<file path="src/rtl/his_peak_reader.sv">
// Histogram peak reader: scans each pixel histogram in RAM, reports its peak bin
// over valid/ready, and optionally zeroes every bin behind the read pointer.
module his_peak_reader #(
  parameter int BIN_NUM   = 32,
  parameter int PIXEL_NUM = 4,
  parameter int CNT_W     = 8,
  parameter int ADDR_W    = 7,
  parameter int BIN_W     = 5,
  parameter int PIX_W     = 2,
  parameter bit CLEAR_EN  = 1'b1
) (
  input  logic              clk,
  input  logic              res,
  input  logic              start,
  output logic [ADDR_W-1:0] raddr,
  output logic              rEnable,
  input  logic [CNT_W-1:0]  rdata,
  output logic [ADDR_W-1:0] waddr,
  output logic              wEnable,
  output logic [CNT_W-1:0]  wdata,
  output logic              busy,
  output logic              peakValid,
  input  logic              peakReady,
  output logic [PIX_W-1:0]  peakPixel,
  output logic [BIN_W-1:0]  peakBin,
  output logic [CNT_W-1:0]  peakCounts,
  output logic              done
);

  typedef enum logic [2:0] {
    IDLE, SCAN, LAST, PRESENT, FIN
  } state_t;

  state_t state, nextState;

  logic [PIX_W-1:0]  pixel;
  logic [BIN_W-1:0]  bin;
  logic [BIN_W-1:0]  rdBin;
  logic [ADDR_W-1:0] rdAddr;
  logic              rdValid;
  logic [CNT_W-1:0]  maxCnt, nextMax;
  logic [BIN_W-1:0]  maxBin, nextMaxBin;
  logic              lastPix;
  logic [ADDR_W-1:0] scanAddr;

  assign lastPix  = (pixel == PIX_W'(PIXEL_NUM - 1));
  assign scanAddr = ADDR_W'(pixel) * ADDR_W'(BIN_NUM)
                  + ADDR_W'(bin);

  always_ff @(posedge clk) begin
    if (res) state <= IDLE;
    else     state <= nextState;
  end

  always_comb begin
    nextState = state;
    unique case (state)
      IDLE:    if (start) nextState = SCAN;
      SCAN:    if (bin == BIN_W'(BIN_NUM - 1))
                 nextState = LAST;
      LAST:    nextState = PRESENT;
      PRESENT: if (peakReady)
                 nextState = lastPix ? FIN : SCAN;
      FIN:     nextState = IDLE;
      default: nextState = IDLE;
    endcase
  end

  // Bin 0 always seeds the running max; later bins replace it only when
  // strictly larger, so ties keep the lowest bin.
  always_comb begin
    nextMax    = maxCnt;
    nextMaxBin = maxBin;
    if (rdValid && (rdBin == '0 || rdata > maxCnt)) begin
      nextMax    = rdata;
      nextMaxBin = rdBin;
    end
  end

  always_ff @(posedge clk) begin
    if (res) begin
      pixel      <= '0;
      bin        <= '0;
      rdBin      <= '0;
      rdAddr     <= '0;
      rdValid    <= 1'b0;
      maxCnt     <= '0;
      maxBin     <= '0;
      peakPixel  <= '0;
      peakBin    <= '0;
      peakCounts <= '0;
    end else begin
      rdValid <= rEnable;
      rdBin   <= bin;
      rdAddr  <= scanAddr;
      maxCnt  <= nextMax;
      maxBin  <= nextMaxBin;
      unique case (state)
        IDLE: if (start) begin
          pixel <= '0;
          bin   <= '0;
        end
        SCAN: bin <= bin + BIN_W'(1);
        LAST: begin
          peakPixel  <= pixel;
          peakBin    <= nextMaxBin;
          peakCounts <= nextMax;
        end
        PRESENT: if (peakReady && !lastPix) begin
          pixel <= pixel + PIX_W'(1);
          bin   <= '0;
        end
        default: ;
      endcase
    end
  end

  assign rEnable   = (state == SCAN);
  assign raddr     = rEnable ? scanAddr : '0;
  assign wEnable   = CLEAR_EN && rdValid;
  assign waddr     = wEnable ? rdAddr : '0;
  assign wdata     = '0;
  assign busy      = (state == SCAN) || (state == LAST)
                  || (state == PRESENT);
  assign peakValid = (state == PRESENT);
  assign done      = (state == FIN);

endmodule

</file>
<file path="config.mk">
export PLATFORM = sky130hd
export DESIGN_NAME = his_peak_reader
export DESIGN_NICKNAME = d
export VERILOG_FILES = /design/src/rtl/his_peak_reader.sv
export SDC_FILE = /design/constraint.sdc
export NUM_CORES = 1
export LEC_CHECK = 0
export ABC_AREA = 1
export CAP_MARGIN = 15
export CELL_PAD_IN_SITES_DETAIL_PLACEMENT = 1
export CELL_PAD_IN_SITES_GLOBAL_PLACEMENT = 2
export CORE_MARGIN = 2
export CORE_UTILIZATION = 26
export DETAILED_ROUTE_END_ITERATION = 8
export HOLD_SLACK_MARGIN = 0.03
export PLACE_DENSITY = 0.83
export SYNTH_ARGS = -nofsm -noshare
export SYNTH_HDL_FRONTEND = slang
export SYNTH_SLANG_ARGS = --single-unit
</file>
<file path="constraint.sdc">
create_clock -name clk -period 1.5 [get_ports clk]
set_input_delay 0.15 -clock clk [delete_from_list [all_inputs] [get_ports clk]]
set_output_delay 0.15 -clock clk [all_outputs]
set_load 0.01 [all_outputs]
</file>
==> metrics <==
first-pass GRT wire length 11270 um; fmax 571.0 MHz; failing checks setup timing; Area Growth Syn to Fin 55.52%; sequential fraction of the synthesis area 39.07%; CP Class in2reg; max-cap viol count 0; Yosys top cell area share 39.07%; clk sinks 46; Synth area leaders dfxtp_1, inv_1, nand2_1, nand3_1, ha_1; reg2reg path depth 12; max-slew violations 0; Critical Path End Type register; met1 WL 2858 um; die area 9844 um2; antenna cells 0; Die W 99.22 um; Cells after Synth 295; Initial Utilization 26.90%; Worst Hold Path Cells 2; Worst Path Arrival 1.96 ns; area of the multi-input gates 1559 um2; final hold violation count 0; row count 34; H-tree depth 2; final wirelength 7076 um; Period minus WS final 1.751 ns; Final WS setup -0.2513 ns; VDD IR max 0.3730 mV; period utilization 116.8%; height of the die 99.22 um; Worst-path clk slew 0.10 ns; drt pass-1 iters 4; power per cell area 851.1 nW/um2; top layer in use met4; Synth area leader dfxtp_1; CTS tree built; CTS Hold Bufs 0; vias per cell 4.528; largest net degree at the start of global routing 18; fill count 1034; initial antenna violation count 0; WL/cell 14.65 um; Core ar. 8763 um2; Warnings, synthesis 0; I/O Pins 54; Mean Syn Cell Area 7.991 um2; initial detailed-routing violation count 61; number of global-route vias before repair 2312; gr usage total 14.35%; Register Area 934.6 um2; layout cell share with drive strength beyond 1 43.20%; post-synthesis register bit count 46; most common cell after layout, fill and taps aside dfxtp_1; placed cell area 3087 um2; crit-path max FO 6; nets@finish 397; LEAKAGE 1.585 nW; I/O Buffers 45; Req. time, crit path 1.71 ns; Detail Route met2 WL 3967 um; Hold Crit Class reg2reg; Root Driver clkbuf_8; status finished with violations; detailed placement HPWL 4818 um; DR vias 2187; commonest non-fill, non-tap cells in the layout dfxtp_1, inv_1, buf_4, nand2_1, clkdlybuf4s50_1; global route total overflow 0; DRC viols 0; Hold WS 0.4865 ns; clk_lat worst skew 0.30 ns; Startpoint Class primary input; antenna-violating nets left 0; RSZ-0062 raised after global routing yes; post-synthesis cell area 2357 um2; final std cell area, no fill 3666 um2; gp weighted congestion 0.7536; clk_skew 0.009966 ns; CTS Buf Count 5; CTS Buffer Depth 2; metal3 WL 187 um; number of library cell types mapped by synthesis 36; Final setup viols 26
[metal layers]
| layer | up-vias | global-route usage (%) |
|---|---|---|
| li1 | 1078 | - |
| met1 | 1071 | 15.85 |
| met2 | 32 | 28.07 |
| met3 | 6 | 2.460 |
| met4 | 0 | 3.688 |
| met5 | - | 0 |
[logic make-up after synthesis]
| logic type | share of synthesized area, % |
|---|---|
| and+or+nand+nor | 25.74 |
| buffers and inverters | 15.07 |
| AOI/OAI and AO/OA | 13.75 |
| DFF | 39.07 |
| adders and majority gates | 5.839 |
| xor gates and xnor gates | 0.3716 |
| other | 0.1591 |
[stage by stage]
stage	setup TNS (ns)	instances	utilization, %	worst slack (ns)	power [mW]
after floorplan	-1.032	302	-	-0.08303	1.752
after global placement	-11.80	466	35.22	-0.5291	1.994
after detailed placement	-12.49	466	35.22	-0.5603	2.009
after CTS	-4.204	479	40.66	-0.1999	3.082
after global routing	-7.134	483	41.83	-0.3224	3.276
final	-5.007	483	41.83	-0.2513	3.120
[power by group]
part,internal (mW),switching (mW),leakage [nW]
Sequential,1.29,0.0456,0.377
Combinational,0.369,0.450,1.15
Clock,0.501,0.469,0.0585
[Yosys cell counts]
library cell,instances
a21o_1,1
a21oi_1,22
a21oi_2,1
a22o_1,1
buf_2,1
buf_4,9
buf_6,2
buf_8,1
clkbuf_1,2
clkbuf_8,4
clkinv_1,1
conb_1,1
dfxtp_1,46
ha_1,11
inv_1,42
inv_2,4
inv_4,1
nand2_1,41
nand2_2,13
nand2_4,4
nand3_1,30
nand4_2,2
nor2_1,21
nor2_2,1
nor2_4,5
nor3_1,2
o211a_1,1
o211ai_2,1
o21a_1,13
o21ai_0,3
o21ai_1,2
o21ai_2,2
o21bai_1,1
o22ai_1,1
o31ai_2,1
xor2_1,1
[path summary, 6_finish.rpt]
check,endpoint,start,slack [ns]
worst max-delay path,peakCounts[5],rdata[7],-0.25
worst min-delay path,maxBin[4],maxBin[4],0.49
worst max register to register,peakCounts[5],maxCnt[7],-0.23
worst min register to register,maxBin[4],maxBin[4],0.49
[state kept, by name, indices dropped and copies added (netlist names)]
register	count
maxCnt	8
peakCounts	8
bin	5
maxBin	5
peakBin	5
rdBin	4
rdAddr	3
state	3
peakPixel	2
pixel	2
wEnable	1
[critical path, stage by stage]
cell and delay, ns:
clkdlybuf4s50_1 0.53, ha_4 0.23, a21o_1 0.18, nor2_2 0.16, nand2_2 0.10, nand2_4 0.09
nand2_8 0.09, buf_12 0.17, nand3_4 0.07, nand3_2 0.08, nand2_1 0.07, inv_1 0.04
[what timing repair did]
action,4_1_cts,5_1_grt
pin swaps,28,25
setup endpoints to repair,45,40
gates resized for setup,97,42
setup buffers,4,4
cloned,1,0
[layout make-up]
cell class | instances | share of cell area (%)
clock buffers | 5 | 1.877
inverters | 48 | 4.983
multi-input cells | 190 | 42.53
repair buffers | 83 | 20.24
well taps | 108 | 3.686
clock inverters | 3 | 1.195
flip-flops and latches | 46 | 25.49
No activity file was read; power rests on OpenSTA's default activity.
